File: src/rtl/multicycle_hold_ctrl.sv
// Multi-cycle instruction hold controller for the execute stage.
// COUNT mode holds for an explicit number of extra cycles (SWP, MUL/MLA).
// LIST mode holds for one transfer per set bit of a register list (LDM/STM)
// and presents the register index of each transfer, lowest index first.
module multicycle_hold_ctrl #(
  parameter int CNT_W  = 5,
  parameter int LIST_W = 16,
  localparam int IDX_W = $clog2(LIST_W)
) (
  input  logic              clk,
  input  logic              rst,
  input  logic              en,
  input  logic              flush,
  input  logic              i_start,
  input  logic              i_mode,
  input  logic [CNT_W-1:0]  i_count,
  input  logic [LIST_W-1:0] i_list,
  output logic              o_hold,
  output logic              o_busy,
  output logic [CNT_W-1:0]  o_step,
  output logic              o_last,
  output logic [IDX_W-1:0]  o_reg_idx,
  output logic              o_reg_valid
);

  typedef enum logic {
    IDLE = 1'b0,
    RUN  = 1'b1
  } state_t;

  state_t              state;
  logic                hold_q;
  logic                last_q;
  logic [CNT_W-1:0]    step_q;
  logic [CNT_W-1:0]    k_q;
  logic [LIST_W-1:0]   mask_q;
  logic                mode_q;

  logic [CNT_W-1:0]    pop;
  logic [CNT_W-1:0]    k_in;
  logic [LIST_W-1:0]   list_rest;
  logic [LIST_W-1:0]   cur_mask;
  logic [IDX_W-1:0]    idx;
  logic                found;

  // Number of set bits in the incoming register list
  always_comb begin
    pop = '0;
    for (int unsigned i = 0; i < LIST_W; i++) begin
      pop = pop + CNT_W'(i_list[i]);
    end
  end

  // Extra hold cycles for the instruction being offered; an empty list is one transfer
  always_comb begin
    if (i_mode) begin
      k_in = (pop == '0) ? '0 : pop - CNT_W'(1);
    end else begin
      k_in = i_count;
    end
    list_rest = i_list & (i_list - LIST_W'(1));
  end

  // Lowest set bit of the active mask selects the current transfer register
  always_comb begin
    cur_mask = (state == IDLE) ? i_list : mask_q;
    idx      = '0;
    found    = 1'b0;
    for (int unsigned i = 0; i < LIST_W; i++) begin
      if (!found && cur_mask[i]) begin
        idx   = IDX_W'(i);
        found = 1'b1;
      end
    end
  end

  // Sequence FSM: accept in IDLE, step through RUN, abort on reset/flush
  always_ff @(posedge clk) begin
    if (rst || flush) begin
      state  <= IDLE;
      hold_q <= 1'b0;
      last_q <= 1'b0;
      step_q <= '0;
      k_q    <= '0;
      mask_q <= '0;
      mode_q <= 1'b0;
    end else if (en) begin
      case (state)
        IDLE: begin
          if (i_start && (k_in != '0)) begin
            state  <= RUN;
            hold_q <= 1'b1;
            step_q <= CNT_W'(1);
            last_q <= (k_in == CNT_W'(1));
            k_q    <= k_in;
            mode_q <= i_mode;
            mask_q <= i_mode ? list_rest : '0;
          end
        end
        RUN: begin
          if (last_q) begin
            state  <= IDLE;
            hold_q <= 1'b0;
            last_q <= 1'b0;
            step_q <= '0;
            k_q    <= '0;
            mask_q <= '0;
            mode_q <= 1'b0;
          end else begin
            step_q <= step_q + CNT_W'(1);
            last_q <= ((step_q + CNT_W'(1)) == k_q);
            mask_q <= mask_q & (mask_q - LIST_W'(1));
          end
        end
        default: state <= IDLE;
      endcase
    end
  end

  assign o_hold      = hold_q;
  assign o_busy      = hold_q;
  assign o_step      = step_q;
  assign o_last      = last_q;
  assign o_reg_idx   = idx;
  assign o_reg_valid = (|cur_mask) && !((state == RUN) && !mode_q);

endmodule

File: config.mk
export PLATFORM = sky130hd
export DESIGN_NAME = multicycle_hold_ctrl
export DESIGN_NICKNAME = d
export VERILOG_FILES = /design/src/rtl/multicycle_hold_ctrl.sv
export SDC_FILE = /design/constraint.sdc
export NUM_CORES = 1
export LEC_CHECK = 0
export BUFFER_PORTS_ARGS = -buffer_cell sky130_fd_sc_hd__clkbuf_2
export CORE_ASPECT_RATIO = 0.8
export CORE_UTILIZATION = 63
export CTS_BUF_LIST = sky130_fd_sc_hd__clkbuf_4 sky130_fd_sc_hd__clkbuf_8
export CTS_CLUSTER_SIZE = 12
export DETAILED_ROUTE_END_ITERATION = 12
export HOLD_SLACK_MARGIN = 0.12
export PLACE_DENSITY = 0.91
export SYNTH_ARGS = -nofsm -noshare
export SYNTH_HDL_FRONTEND = slang
export SYNTH_SLANG_ARGS = --single-unit
export TNS_END_PERCENT = 20
File: constraint.sdc
create_clock -name clk -period 13.54 [get_ports clk]
set_clock_uncertainty 0.2 [all_clocks]
set_input_delay 2.708 -clock clk [delete_from_list [all_inputs] [get_ports clk]]
set_output_delay 2.708 -clock clk [all_outputs]
set_load 0.01 [all_outputs]
==> qor.yml, run 1 <==
status: "completed"
postCtsSetupRepairBufs: 0
gr-usage-all-layers_pct: 34.8
die_h_um: 58.8
cts_root_buf: "clkbuf_8"
vias: 2747
drtIter0Drc: 340
fmax_mhz: 123
grt_pass1_wl_um: 11500
grt_pass1_vias: 2457
total_leakage_power_nw: 1.15
ys.flop_type: "dfxtp_1"
cp-end-kind: "flip-flop"
clockBufferDepth: 2
ff_latch_area_um2: 581
yosys_register_bits: 29
layout.nets: 419
grtUsageMet2_pct: 50.8
slew_headroom_pct: 26.1
multi_input_area_um2: 1770
drt-wirelength-per-cell_um: 16.3
gp_congestion: 0.903
tns_ns: 0
ir_drop_uv: 122
slew_viol_final: 0
ios: 40
clkTransAtPathRegs_ns: 0.07
crit_start: "i_list[0]"
rsz0062_at_grt: "false"
fin_crit_ns: 8.15
worstPathRequired_ns: 13.55
async_reset_ff_share_pct: 0
fillers: 318
syn-num-nets: 386
cts_tree: "built"
finalCritPeriodShare_pct: 60.2
antenna_found_initial: 0
synth.distinct_cells: 56
grt_use_met1_pct: 51.2
crit_type: "in -> reg"
n_antenna_cell: 0
r2r_start: "state"
place_hpwl_um: 5280
grt_start_max_net_pins: 36
fp-row-count: 20
postSynthCellCount: 339
hold_buffers: 0
place_worst_setup_slack_ns: 4.97
worst_slack_ns: 5.39
hp-class: "reg -> reg"
tightest_slew_ns: 1.10
clock_latency_ns: 0.28
layout_common_cells: "39 x clkbuf_2, 36 x inv_1, 34 x nand2_1, 29 x a21oi_1, 29 x dfxtp_1"
fp.dieArea_um2: 4300
initial_core_util_pct: 66.5
drive_gt1_share_pct: 16.6
via_per_inst: 6.42
core_area_um2: 3830
synth_edf_count: 0
grt-busiest-layer: "met1"
area_growth_pct: 12.6
ant_nets: 0
numClockSinks: 29
grt.met3_usage_pct: 8.56
min_from: "o_busy"
cts_resized: 0
fp.dieW_um: 73.1
hold_viol_final: 0
mostFrequentLayoutCell: "clkbuf_2"
syn_area_per_cell_um2: 7.51
arrival_ns: 8.16
synthesis.area_um2: 2540
yosysWarningCount: 0
yosysSeqAreaShare_pct: 22.8
grt_overflow: 0
powerDensity_nw_per_um2: 134
numPortBuffers: 39
setup_violations: 0
cts_buffers: 5
drc: 0
drt-total-wl_um: 6990
critPathLaunchType: "input pin"
drtPass1Iterations: 6
max_cap_violations: 0
critPathMaxFanout: 10
h-tree-depth: 2
[synth_stat cells (3+ instances only)]
| master | number | area share (%) |
|---|---|---|
| a211oi_1 | 3 | 0.88 |
| a21o_1 | 3 | 0.88 |
| a21oi_1 | 29 | 5.7 |
| a31oi_1 | 3 | 0.74 |
| clkbuf_1 | 12 | 1.8 |
| dfxtp_1 | 29 | 23 |
| fa_1 | 10 | 7.9 |
| ha_1 | 10 | 4.9 |
| inv_1 | 36 | 5.3 |
| nand2_1 | 34 | 5.0 |
| nand3_1 | 17 | 3.3 |
| nand4_1 | 10 | 2.5 |
| nor2_1 | 20 | 2.9 |
| nor3_1 | 16 | 3.1 |
| o2111ai_1 | 5 | 1.7 |
| o211ai_1 | 20 | 5.9 |
| o21ai_0 | 14 | 2.8 |
| o22ai_1 | 3 | 0.74 |
| o311ai_0 | 4 | 1.4 |
| or2_2 | 3 | 0.74 |
| or3_4 | 3 | 1.3 |
| or4_1 | 6 | 1.8 |
| xnor2_1 | 6 | 2.1 |
[kinds of logic (layout without fill, tap and decap cells)]
| kind of cell | count (synthesis) | in the layout | share of synthesized area (%) |
|---|---|---|---|
| xor+xnor | 7 | 7 | 2.41 |
| flops | 29 | 29 | 22.8 |
| buf+inv | 51 | 85 | 7.77 |
| fa+ha+maj | 20 | 20 | 12.8 |
| simple gates | 125 | 125 | 25.4 |
| mux | 3 | 3 | 1.23 |
| compound gates | 104 | 104 | 27.6 |
[final cells by class]
type                    count  share of cell area (%)
well taps                  55                    2.40
clock inverters             1                   0.175
clock buffers               7                    3.36
repair buffers             41                    7.34
flip-flops and latches     29                    20.3
inverters                  36                    4.72
multi-input cells         259                    61.7
[state kept, by name (all words and copies together) (netlist names)]
name and cells:
o_busy 1, mode_q 1, k_q 5, mask_q 15, state 1, o_step 5
o_last 1
[routing by layer]
layer,routed length [um],up-vias
met1,3170,1259
met5,0,-
met2,3060,158
li1,-,1322
met4,72,0
met3,692,8
[final timing paths]
kind	slack [ns]	end	depth (start not counted)
max reg2reg	10.37	o_last	5
min reg2reg	0.28	o_busy	2
min	0.28	o_busy	2
max	5.39	mask_q[6]	19
[power breakdown]
part | internal (mW) | leakage (nW) | switching (mW)
sequential | 0.0884 | 0.234 | 0.00510
clock | 0.0459 | 0.0542 | 0.0333
combinational | 0.0832 | 0.865 | 0.128
[metrics by stage]
step	utilization [%]	cells	power (mW)	hold slack, ns	area (um^2)
after floorplan	-	339	0.248	0.227	2540
after global placement	72.0	419	0.289	0.261	2760
after detailed placement	72.0	419	0.296	0.267	2760
after CTS	74.6	427	0.376	0.276	2860
after global routing	74.8	428	0.410	0.297	2870
final	74.8	428	0.384	0.279	2870
[worst max-delay path, cell delays in order]
cell and delay [ns]:
clkbuf_2 0.11, inv_1 0.08, fa_1 0.57, fa_1 0.45
fa_1 0.48, fa_1 0.50, inv_1 0.04, ha_1 0.21
fa_1 0.49, inv_1 0.11, ha_1 0.19, nor3b_1 0.36
nand3b_1 0.17, a31oi_1 0.14, or4_1 0.47, o21ai_1 0.33
a21oi_1 0.29, buf_4 0.28, o211ai_1 0.18
Power figures use the tool's default switching activity.
==> inputs of run 2 (changes only) <==
Settings changed: ABC_AREA from default to 1, CORE_UTILIZATION 63 to 60, PLACE_DENSITY 0.91 to 0.87.
Clock period 13.54 ns to 8.6 ns, I/O delays scaled along.
==> qor.yml, run 2 <==
die_h_um: 61.9
numPortBuffers: 39
synth-xor-area-share_pct: 1.95
fin_crit_ns: 6.62
worst_slack_ns: 1.98
powerDensity_nw_per_um2: 213
synth_mux_area_share_pct: 0
ys.flop_type: "dfxtp_1"
slew_viol_final: 0
fillers: 391
ios: 40
gr-usage-all-layers_pct: 31.7
yosysWarningCount: 0
fp-row-count: 21
numClockSinks: 29
regMostFlops: "mask_q"
drt-total-wl_um: 7030
postCtsSetupRepairBufs: 0
drtIter0Drc: 225
setup_violations: 0
drive_gt1_share_pct: 17.7
post_dp_cell_area_um2: 2890
tns_ns: 0
hold_viol_final: 0
drc: 0
grt_overflow: 0
layout.nets: 499
vias: 2831
finalCritPeriodShare_pct: 77.0
total_leakage_power_nw: 1.38
core_area_um2: 4230
synth_largest_area_cell: "dfxtp_1"
fp.dieArea_um2: 4760
place_worst_setup_slack_ns: 1.76
clockBufferDepth: 2
yosysSeqAreaShare_pct: 21.6
ant_nets: 0
area_growth_pct: 11.8
status: "completed"
ir_drop_uv: 197
synth_compound_area_share_pct: 15.9
cts_buffers: 5
multi_input_area_um2: 1820
design_area_um2: 3010
synth_area_leaders: "dfxtp_1 22%, nand2_1 11%, nor2_1 9.6%, inv_1 7.5%, fa_1 7.4%"
critPathLaunchType: "input pin"
slew_headroom_pct: 29.4
mostFrequentLayoutCell: "nand2_1"
synthesis.area_um2: 2690
cts_resized: 0
synth.most_common_cell: "nand2_1"
gp_congestion: 0.930
ff_latch_area_um2: 581
grt_pass1_vias: 2537
synth_edf_count: 0
largest_reg_flops: 15
cts_tree: "built"
fp.dieW_um: 76.9
tightest_slew_ns: 1.05
synth_common_cells: "80 x nand2_1, 69 x nor2_1, 54 x inv_1"
hp-class: "reg -> reg"
antenna_found_initial: 0
drtPass1Iterations: 5
syn_area_per_cell_um2: 6.44
cp-end-kind: "flip-flop"
synth_fa_ha_area_share_pct: 12.1
async_reset_ff_share_pct: 0
via_per_inst: 5.55
layout_common_cells: "80 x nand2_1, 69 x nor2_1, 54 x inv_1, 39 x clkbuf_2"
grt_start_max_net_pins: 35
yosys_register_bits: 29
fmax_mhz: 151
max_cap_violations: 0
syn-num-nets: 465
yosys.area_share.simple_pct: 37.7
worstPathRequired_ns: 8.61
initial_core_util_pct: 63.6
synth.distinct_cells: 43
clkTransAtPathRegs_ns: 0.06
place_hpwl_um: 5480
hold_buffers: 0
cts_root_buf: "clkbuf_8"
drt-wirelength-per-cell_um: 13.8
critPathMaxFanout: 21
rsz0062_at_grt: "false"
clock_latency_ns: 0.28
crit_type: "in -> reg"
synth_top_family_by_area: "simple AND/OR/NAND/NOR gates"
grt_pass1_wl_um: 11600
postSynthCellCount: 418
synth_top_area_share_pct: 21.6
n_antenna_cell: 0
arrival_ns: 6.63
h-tree-depth: 2
run 2: cell count changes after synthesis, moves of 8 or more:
cell,previous run,this run
o211ai_1,20,1
nor2_1,20,69
inv_1,36,54
nand2_1,34,80
a21oi_1,29,20
nor3_1,16,4
nand3_1,17,29
clkbuf_1,12,4
o21ai_1,1,14
nand2_2,0,10
run 2: worst paths after layout:
path	startpoint	depth (start not counted)	to	slack, ns
worst max-delay path	i_list[11]	22	mask_q[15]	1.98
worst max register to register	state	7	mask_q[6]	6.19
worst min register to register	k_q[3]	2	k_q[3]	0.27
worst min-delay path	k_q[3]	2	k_q[3]	0.27
run 2: metrics by stage:
step	hold slack, ns	cells	total power [mW]	utilization, %
floorplan	0.241	418	0.423	-
detailed placement	0.263	502	0.490	68.3
global route	0.299	510	0.697	71.1
finish	0.270	510	0.641	71.1
CTS	0.272	510	0.639	71.1
global placement	0.256	502	0.476	68.3
run 2: cell families (layout without fill, tap and decap cells):
kind of cell               after synthesis  count (layout)
xor gates and xnor gates                 6               6
and+or+nand+nor                        221             221
AOI/OAI and AO/OA                       72              72
buffers and inverters                   70             105
adders and majority gates               20              20
DFF                                     29              29
run 2: routing by layer:
metal	vias to the layer above	global-route usage [%]	share of wire (%)
met5	-	0	0
met4	0	6.32	0.81
met2	124	56.3	47
li1	1425	-	-
met3	9	5.84	7.0
met1	1273	41.3	46
run 2: final cells by class:
type | count | area share [%]
clock buffer | 7 | 3.00
multi-input combinational | 319 | 60.5
clock inverter | 1 | 0.998
tap | 57 | 2.37
timing repair buffer | 40 | 6.74
inverter | 57 | 7.11
sequential | 29 | 19.3
run 2: worst max-delay path, cell delays in order:
cell and delay [ns]:
clkbuf_2 0.09, inv_1 0.09, fa_1 0.50, fa_1 0.58, fa_1 0.45, fa_1 0.50
inv_1 0.04, ha_1 0.20, fa_1 0.48, inv_1 0.07, ha_1 0.20, inv_1 0.09
nor2_1 0.07, nand2_1 0.07, nand2_1 0.06, nand3_1 0.07, nand2_1 0.13, nand3_2 0.12
nand2_2 0.08, a21oi_2 0.75, nand2_1 0.15, a21oi_2 0.15
run 2: where the power goes:
| part | internal (mW) | total (mW) | switching [mW] | leakage (nW) |
|---|---|---|---|---|
| combinational | 0.123 | 0.341 | 0.218 | 1.09 |
| clock | 0.0975 | 0.148 | 0.0509 | 0.0619 |
| sequential | 0.143 | 0.152 | 0.00925 | 0.235 |
| total | 0.363 | 0.641 | 0.278 | 1.38 |
